### config.mk
export PLATFORM = sky130hd
export DESIGN_NAME = ray_column_scheduler
export DESIGN_NICKNAME = d
export VERILOG_FILES = /design/src/rtl/raycaster_pkg.sv /design/src/rtl/credit_counter.sv /design/src/rtl/ray_column_scheduler.sv
export SDC_FILE = /design/constraint.sdc
export NUM_CORES = 1
export LEC_CHECK = 0
export BUFFER_PORTS_ARGS = -buffer_cell sky130_fd_sc_hd__buf_2
export CAP_MARGIN = 20
export CORE_ASPECT_RATIO = 1.2
export CORE_MARGIN = 2
export CORE_UTILIZATION = 45
export DETAILED_ROUTE_END_ITERATION = 8
export PLACE_DENSITY = 0.74
export SYNTH_ARGS = -nofsm -noshare
export SYNTH_HDL_FRONTEND = slang
export SYNTH_SLANG_ARGS = --single-unit
### constraint.sdc
create_clock -name clk_in -period 2.6 [get_ports clk_in]
set_input_delay 0.78 -clock clk_in [delete_from_list [all_inputs] [get_ports clk_in]]
set_output_delay 0.78 -clock clk_in [all_outputs]
set_load 0.02 [all_outputs]
### src/rtl/raycaster_pkg.sv
// Shared types and default dimensions for the raycaster pipeline stages
// (column scheduler, DDA, transformation).
package raycaster_pkg;

    typedef enum logic [1:0] {
        IDLE  = 2'd0,
        ISSUE = 2'd1,
        DRAIN = 2'd2,
        DONE  = 2'd3
    } sched_state_t;

    localparam int HCOUNT_W         = 11;
    localparam int DEF_SCREEN_WIDTH = 320;
    localparam int DEF_CREDITS      = 8;
    localparam int DEF_POS_W        = 16;

endpackage

### src/rtl/credit_counter.sv
// Up/down credit counter that starts full, saturates at both ends and
// raises a sticky error when a credit is returned while already full.
module credit_counter #(
    parameter int CREDITS = 8,
    parameter int CNT_W   = $clog2(CREDITS + 1)
) (
    input  logic             clk_i,
    input  logic             rst_ni,
    input  logic             take_i,
    input  logic             give_i,
    output logic [CNT_W-1:0] count_o,
    output logic             err_o
);

    localparam logic [CNT_W-1:0] FULL = CNT_W'(CREDITS);

    logic [CNT_W-1:0] count_q, count_d;
    logic             err_q, err_d;

    // A take and a give in the same cycle cancel out, even when full.
    always_comb begin
        count_d = count_q;
        err_d   = err_q;
        if (take_i && !give_i) begin
            if (count_q != '0) count_d = count_q - 1'b1;
        end else if (give_i && !take_i) begin
            if (count_q == FULL) err_d = 1'b1;
            else                 count_d = count_q + 1'b1;
        end
    end

    always_ff @(posedge clk_i or negedge rst_ni) begin
        if (!rst_ni) begin
            count_q <= FULL;
            err_q   <= 1'b0;
        end else begin
            count_q <= count_d;
            err_q   <= err_d;
        end
    end

    assign count_o = count_q;
    assign err_o   = err_q;

endmodule

### src/rtl/ray_column_scheduler.sv
// Issues one ray request per screen column to the DDA, throttled by credits
// for the DDA output FIFO, and signals frame end once every ray has retired.
module ray_column_scheduler
    import raycaster_pkg::*;
#(
    parameter int SCREEN_WIDTH = DEF_SCREEN_WIDTH,
    parameter int CREDITS      = DEF_CREDITS,
    parameter int POS_W        = DEF_POS_W
) (
    input  logic                clk_in,
    input  logic                rst_in_n,
    input  logic                frame_start_in,
    input  logic [POS_W-1:0]    pos_x_in,
    input  logic [POS_W-1:0]    pos_y_in,
    input  logic [POS_W-1:0]    dir_x_in,
    input  logic [POS_W-1:0]    dir_y_in,
    input  logic                dda_ready_in,
    input  logic                ray_done_in,
    input  logic                credit_return_in,
    output logic                ray_valid_out,
    output logic [HCOUNT_W-1:0] hcount_ray_out,
    output logic [POS_W-1:0]    pos_x_out,
    output logic [POS_W-1:0]    pos_y_out,
    output logic [POS_W-1:0]    dir_x_out,
    output logic [POS_W-1:0]    dir_y_out,
    output logic                busy_out,
    output logic                frame_done_out,
    output logic                overrun_out,
    output logic                credit_err_out,
    output sched_state_t        state_dbg_out
);

    localparam int                 CNT_W       = $clog2(CREDITS + 1);
    localparam int                 RET_W       = HCOUNT_W + 1;
    localparam logic [HCOUNT_W-1:0] LAST_COL    = HCOUNT_W'(SCREEN_WIDTH - 1);
    localparam logic [RET_W-1:0]    ALL_RETIRED = RET_W'(SCREEN_WIDTH);

    sched_state_t        state_q, state_d;
    logic [HCOUNT_W-1:0] column_q, column_d;
    logic [RET_W-1:0]    retired_q, retired_d;
    logic [POS_W-1:0]    pos_x_q, pos_y_q, dir_x_q, dir_y_q;
    logic                overrun_q;
    logic [CNT_W-1:0]    credit_count;
    logic                transfer;
    logic                start_accept;
    logic                retire_en;

    // Handshake: a ray transfers on any cycle where ray_valid_out and
    // dda_ready_in are both high; hcount_ray_out holds until that cycle.
    assign transfer     = ray_valid_out && dda_ready_in;
    assign start_accept = (state_q == IDLE) && frame_start_in;
    assign retire_en    = ray_done_in && ((state_q == ISSUE) || (state_q == DRAIN));

    credit_counter #(
        .CREDITS (CREDITS),
        .CNT_W   (CNT_W)
    ) u_credits (
        .clk_i   (clk_in),
        .rst_ni  (rst_in_n),
        .take_i  (transfer),
        .give_i  (credit_return_in),
        .count_o (credit_count),
        .err_o   (credit_err_out)
    );

    always_ff @(posedge clk_in or negedge rst_in_n) begin
        if (!rst_in_n) state_q <= IDLE;
        else           state_q <= state_d;
    end

    // DRAIN looks at the post-increment retire count so the last ray_done_in
    // moves to DONE on the very next edge.
    always_comb begin
        state_d = state_q;
        unique case (state_q)
            IDLE:    if (frame_start_in) state_d = ISSUE;
            ISSUE:   if (transfer && (column_q == LAST_COL)) state_d = DRAIN;
            DRAIN:   if (retired_d == ALL_RETIRED) state_d = DONE;
            DONE:    state_d = IDLE;
            default: state_d = IDLE;
        endcase
    end

    always_comb begin
        ray_valid_out  = (state_q == ISSUE) && (credit_count != '0);
        busy_out       = (state_q != IDLE);
        frame_done_out = (state_q == DONE);
        state_dbg_out  = state_q;
    end

    always_comb begin
        column_d  = column_q;
        retired_d = retired_q;
        if (start_accept) begin
            column_d  = '0;
            retired_d = '0;
        end else begin
            if (transfer)  column_d  = column_q + 1'b1;
            if (retire_en) retired_d = retired_q + 1'b1;
        end
    end

    always_ff @(posedge clk_in or negedge rst_in_n) begin
        if (!rst_in_n) begin
            column_q  <= '0;
            retired_q <= '0;
            pos_x_q   <= '0;
            pos_y_q   <= '0;
            dir_x_q   <= '0;
            dir_y_q   <= '0;
            overrun_q <= 1'b0;
        end else begin
            column_q  <= column_d;
            retired_q <= retired_d;
            overrun_q <= frame_start_in && (state_q != IDLE);
            if (start_accept) begin
                pos_x_q <= pos_x_in;
                pos_y_q <= pos_y_in;
                dir_x_q <= dir_x_in;
                dir_y_q <= dir_y_in;
            end
        end
    end

    assign hcount_ray_out = column_q;
    assign pos_x_out      = pos_x_q;
    assign pos_y_out      = pos_y_q;
    assign dir_x_out      = dir_x_q;
    assign dir_y_out      = dir_y_q;
    assign overrun_out    = overrun_q;

endmodule

==> results summary, run 1 <==
At the pin with the least slew margin, the transition time is 0.661 ns. The placeable core region came out at between 9000 and 10000 sq um. The number of synthesized flops with an enable pin came out at 0. The sum of negative setup slack is 0 ns. The final weighted congestion in routability-driven placement came out at 0.818. The area growth from synthesis to layout came out at 27.4%. The upper clock frequency limit is 411 MHz.

The nature of the critical path startpoint is a flip-flop. The die footprint came out at 10200 sq um. For this run, the number of Yosys warnings is 0. The async set or reset register ratio after synthesis came out at 100%.

The max-slew violation count is 0. The register bit total from synthesis is between 90 and 100. The routed wire length came out at 9880 um. Setup violations remaining at the end of the flow were counted as 0. The type of the worst setup path is reg -> reg. Leaving out fill and tap cells, the most frequent cell in the layout is sky130_fd_sc_hd__nand2_1. The die is 110 um tall. IR analysis of the VDD net gives a maximum drop of 0.617 mV.

Counting every sink on the clock net gives 95. Dividing the detail-routed via count by the number of cells gives between 4 and 5. The filler cells instantiated in the layout total 823. The remaining max-slew budget at the tightest pin came out at between 50% and 60%. Entering global routing, the biggest net connects 86 pins. The clock root buffer master is sky130_fd_sc_hd__clkbuf_8. The half-perimeter wire length after placement is between 6000 and 7000 um. Leaving out fill and tap cells, the most frequent cells in the layout are 211 x sky130_fd_sc_hd__nand2_1, 150 x sky130_fd_sc_hd__buf_2, 94 x sky130_fd_sc_hd__dfrtp_1. The combined global-route utilization of all metal layers came out at 19.3%. The length of the first detailed-routing pass in iterations came out at 4. The horizontal die dimension is approximately 92 um. STA puts the critical path data required time at 2.86 ns. After synthesis, flip-flops and latches occupy approximately 56% of the total area.

The combined buffer and inverter count along the critical path came out at 1. The starting utilization of the core area came out at a little under half. The start of the worst register-to-register path is state_dbg_out[0]. When the netlist entered floorplanning its net count stood at approximately 550. The number of hold violations in the final report came out at 0. The via count came out at approximately 3600.

The number of antenna diodes in the final layout is 0. The most used flip-flop cell after synthesis is sky130_fd_sc_hd__dfrtp_1. In this run the critical register-to-register path is captured at state_dbg_out[1]. The buffer depth of the longest clock path came out at 2. The pre-CTS setup slack came out at 0.0543 ns. The total placed cells including tap cells is about 730. Walking the worst path, the cells encountered are inv_1 > ha_2 > nand3_2 > or3_1 > a32oi_2 > nor4_2 > a31oi_1 > mux2_1. The number of violations of the max-capacitance limit is 0.

The count of cell instances traversed by the critical path is 8. The non-filler instance count after layout is 746. The clock-pin slew on the worst setup and hold paths came out at 0.10 ns. The average size of a mapped cell is 9.01 sq um. The count of boundary I/O pins came out at 152. The sum of overflow across all layers after global routing came out at 0. The data arrival time of the critical path came out at ~2.7 ns. The flow ran to the end, and the final reports show no timing, DRC or antenna violations. The first routing iteration left 173 violations. The number of DRC violations after detailed routing is 0. The final hold slack came out at 0.344 ns. The areal power density over the cells came out at around 1100 nW/um^2.

Once detail routing completed, the nets flagged for antenna violations numbered 0. The worst register-to-register path has a setup slack of 0.16 ns. The leakage dissipation is 2.99 nW. TritonCTS created 9 clock buffers.

Setup repair after global routing left no endpoint under its margin. The maximum level of the CTS H-tree came out at 3. The clock insertion delay at the later pin of the skew report came out at 0.36 ns.

The number of antenna violations at the first check in global routing was 0. The largest fanout of any net on the critical path came out at 7. For this design, the slowest cell found on the critical path is sky130_fd_sc_hd__or3_1. The wire length of the first global-routing pass came out at 15800 um.

For the finished layout, the period the worst path requires is 2.44 ns. TritonCTS built the clock tree. The cell row count came out at 38. The layout cell share with drive strength beyond 1 is 30.0%.

The worst stage delay on the critical path came out at 0.46 ns. The kind of cell with the highest combined delay along the critical path is simple AND/OR/NAND/NOR gates. The count of mapped cells out of synthesis is approximately 470. The via count of the first global-routing pass was 3541.

The net count of the finished layout came out at 704. The min-delay analysis places its worst path in the category in -> async. After synthesis, the netlist uses 40 different library cells. The summed instance area of the synthesized netlist came out at 4230 sq um.

The total of buffers placed on input and output ports came out at 151. The worst path setup slack after routing is 0.164 ns. Counting cells, the worst reg-to-reg path comes to 8. The clock skew came out at between 0.01 and 0.015 ns. STA classifies the critical path endpoint as a flip-flop. In the final routed layout, each cell accounts on average for 13.2 um.

The final cycle utilization of the critical path is 93.7%.
-- cell type report --
class	instances	area (sq um)	area share (%)
Clock buffer	11	151	2.81
Clock inverter	4	55.1	1.02
Inverter	9	33.8	0.627
Multi-Input combinational cell	346	1760	32.6
Sequential cell	95	2380	44.2
Tap cell	120	150	2.79
Timing Repair Buffer	161	858	15.9
-- synth_stat cells, drive strengths merged, types with 4 or more instances --
cell type  number  area, sq um
nor4            6         65.1
nor2           26         97.6
inv             9         33.8
xnor2          10         87.6
nor3            7         35.0
nand3          12         65.1
xor2           15          131
ha             11          138
o21ai           7         35.0
a21oi           8         40.0
clkbuf         16         60.1
dfrtp          94         2350
nand2         212          796
or3             4         26.3
-- flip-flops by register name, summed over array words and instances, names as in the netlist --
register / flops
dir_x_out: 16
dir_y_out: 16
hcount_ray_out: 11
overrun_out: 1
pos_x_out: 16
pos_y_out: 16
retired_q: 12
state_dbg_out: 2
u_credits.count_o: 4
u_credits.err_o: 1
-- worst max-delay path by stage --
stage	startpoint	end	slack, ns
detailed placement	state_dbg_out[0]	state_dbg_out[1]	0.05
floorplan	state_dbg_out[0]	state_dbg_out[1]	0.15
global route	state_dbg_out[0]	state_dbg_out[1]	0.05
finish	state_dbg_out[0]	state_dbg_out[1]	0.16
CTS	state_dbg_out[1]	state_dbg_out[1]	0.03
global placement	ray_done_in	state_dbg_out[1]	0.15
-- stage by stage --
stage / utilization [%] / cell area, sq um / power [mW]
floorplan: - / 4230 / 4.12
global placement: 56.7 / 5150 / 4.98
detailed placement: 56.7 / 5150 / 5.08
CTS: 58.9 / 5350 / 6.10
global route: 59.3 / 5390 / 6.52
finish: 59.3 / 5390 / 6.08
-- kinds of logic after synthesis --
group / count (synthesis) / synth area share [%]
adders and majority gates: 12 / 3.73
AOI/OAI and AO/OA: 27 / 4.00
xor gates and xnor gates: 25 / 5.18
and+or+nand+nor: 280 / 27.8
muxes: 2 / 0.503
buffers and inverters: 28 / 2.49
DFF: 95 / 56.3
-- metal layers --
metal  part of all wire (%)  track usage [%]
met4                    3.4             11.5
met1                     41             23.4
met5                      0                0
met3                    5.3             3.26
met2                     50             32.5
-- where the power goes --
| part | switching, mW | internal, mW | total, mW |
|---|---|---|---|
| sequential | 0.337 | 2.04 | 2.38 |
| clock | 0.508 | 0.495 | 1.00 |
| combinational | 1.77 | 0.921 | 2.69 |
| total | 2.61 | 3.46 | 6.08 |
-- what timing repair did --
action / in CTS / in global routing
hold buffers: 0 / 0
setup endpoints to repair: 0 / 1
endpoints found under the hold margin: 0 / 0
setup buffers: 0 / 3
gates resized for setup: 0 / 3
Power figures use the tool's default switching activity.
==> inputs of run 2 (changes only) <==
- PLACE_DENSITY: 0.74 -> 0.84
==> run 2 against run 1 <==
Sequential share of layout area increased by 0.082 points. Global-route usage down 0.25 points. Critical path depth unchanged. Largest power group unchanged.
==> results summary, run 2 (synthesis gave the netlist of run 1 again) <==
The run finished with clean final reports. The start of the worst register-to-register path is state_dbg_out[1]. The die is 92.5 um wide. The leakage dissipation is approximately 3 nW. The time the worst path needs with I/O delays and setup is 2.45 ns.

For the worst setup path, the data required time is 2.84 ns. TritonCTS built the clock tree. The worst register-to-register path ends at state_dbg_out[1]. For this design, the slowest cell found on the critical path is sky130_fd_sc_hd__or3_1.

After the first detailed-routing iteration, the DRC count stood at 149. The sum of overflow across all layers after global routing is 0. The final hold slack is between 0.3 and 0.4 ns. Prior to clock tree synthesis, the placed netlist has a worst setup slack of 0.111 ns. After floorplanning, the core was divided into 38 placement rows. The design draws 6.08 mW. After legalization and detailed placement, the total HPWL measured 7050 um.

Traced cell by cell, the critical path runs through inv_1 > ha_2 > nand3_2 > or3_1 > a32oi_2 > nor4_2 > a31oi_1 > mux2_1. The first global-routing pass estimated 15400 um of wire. STA classifies the critical path startpoint as a flip-flop.

Global routing used 19.0% of the available tracks. The non-filler instance count after layout is 746. The placeable core region is between 9000 and 10000 sq um. In this run the worst hold path is classified as in -> async. At the end of routability-driven placement, the weighted congestion stood at 0.905. The via count is 3648. The worst path setup slack after routing is 0.149 ns.

Setup repair after global routing left no endpoint under its margin. Using the TritonRoute via totals, the vias-per-cell ratio works out to 4.89. The count of boundary I/O pins came out at 152. At the worst endpoint, the arrival time is 2.69 ns.

Once detail routing completed, the nets flagged for antenna violations numbered 0. The cell depth of the worst flop-to-flop path came out at 8. The placed instances occupy a cell area of between 5000 and 6000 sq um. The endpoint kind of the worst setup timing path is a flip-flop. The buffer depth of the longest clock path is 2. The number of antenna violations at the first check in global routing came out at 1. The chip height came out at 110 um. The clock root buffer master is sky130_fd_sc_hd__clkbuf_8. In this run the worst path has a maximum fanout of 7.

The final core utilization is 59.2%. The top cell types in the final layout, fill and taps aside, are 211 x sky130_fd_sc_hd__nand2_1, 150 x sky130_fd_sc_hd__buf_2, 94 x sky130_fd_sc_hd__dfrtp_1. The area growth from synthesis to layout came out at 27.1%.

The total clock buffers created by CTS is 9. The floorplan step defined a die boundary enclosing 10200 sq um. The starting utilization of the core area is 46.6%. The filler cells instantiated in the layout total 834. Clock-pin slew was measured on the worst setup and hold paths at 0.08 ns. The slew at the pin closest to its max-slew limit is 0.849 ns. The via count of the first global-routing pass came out at about 3500.

Setup violations remaining at the end of the flow were counted as 0. The hold buffer count at CTS is 0. VDD sags by at most 0.622 mV.

The pin count of the biggest net entering global routing is 86. The final cycle utilization of the critical path is 94.3%. Port buffering added 151 buffers. The length of the first detailed-routing pass in iterations is 4. The worst stage delay on the critical path is roughly 0.47 ns. Leaving out fill and tap cells, the most frequent cell in the layout is sky130_fd_sc_hd__nand2_1.

The final design instance area without fill came out at roughly 5400 sq um. The max-slew violation count was 0. The number of violations of the max-capacitance limit is 0.

The routed wire length came out at 9670 um. The reg2reg setup slack is 0.15 ns. The areal power density over the cells came out at 1130 nW/um^2. The routed length per placed instance is 13.0 um. The maximum level of the CTS H-tree is 3.

The clock insertion delay at the later pin of the skew report is 0.35 ns. The clock skew is 0.00671 ns. The worst setup path is of the reg -> reg kind. The number of hold violations in the final report came to 0. The sum of negative setup slack is 0 ns.

The number of DRC violations after detailed routing is 0. The remaining max-slew budget at the tightest pin came out at 43.4%. The number of clock sinks seen by CTS is 95. The net count of the finished layout came out at 703. In this run, placement finished with an instance count of 729. The upper clock frequency limit is 408 MHz.

The layout cell share with drive strength beyond 1 is 29.9%.
[run 2: worst max path at each step]
stage	slack, ns	depth (start not counted)	startpoint	end
final	0.15	8	state_dbg_out[1]	state_dbg_out[1]
after global placement	0.14	7	ray_done_in	state_dbg_out[1]
after CTS	0.1	8	state_dbg_out[1]	state_dbg_out[1]
after floorplan	0.15	8	state_dbg_out[0]	state_dbg_out[1]
after global routing	0.0009	8	state_dbg_out[1]	state_dbg_out[1]
after detailed placement	0.11	7	ray_done_in	state_dbg_out[1]
[run 2: layer usage]
metal / global-route usage [%] / routed length, um / vias to the layer above
li1: - / - / 1801
met4: 10.8 / 228 / 0
met5: 0 / 0 / -
met3: 3.33 / 537 / 17
met1: 22.4 / 3980 / 1712
met2: 33.1 / 4930 / 118
[run 2: area by class of cell]
type / count / area (sq um) / area share (%)
multi-input cells: 346 / 1760 / 32.8
clock buffers: 11 / 141 / 2.63
well taps: 120 / 150 / 2.79
clock inverters: 4 / 70.1 / 1.30
diodes: 1 / 2.50 / 0.0466
repair buffers: 160 / 838 / 15.6
flip-flops and latches: 95 / 2380 / 44.3
inverters: 9 / 33.8 / 0.628
[run 2: repair_timing]
item                                    CTS  global route
setup buffers                             0             1
resized for setup                         0             3
endpoints found under the setup margin    0             2
[run 2: critical path: cells and delay by family, from the launching register on]
family / cells / cell delay [ns]
buf+inv: 1 / 0.08
compound gates: 2 / 0.44
flops: 1 / 0.37
mux: 1 / 0.34
simple gates: 3 / 0.71
fa+ha+maj: 1 / 0.39
[run 2: report_power, final]
part | switching [mW] | internal (mW) | total, mW
Combinational | 1.75 | 0.908 | 2.66
Clock | 0.474 | 0.560 | 1.03
Sequential | 0.346 | 2.05 | 2.39
Total | 2.57 | 3.51 | 6.08
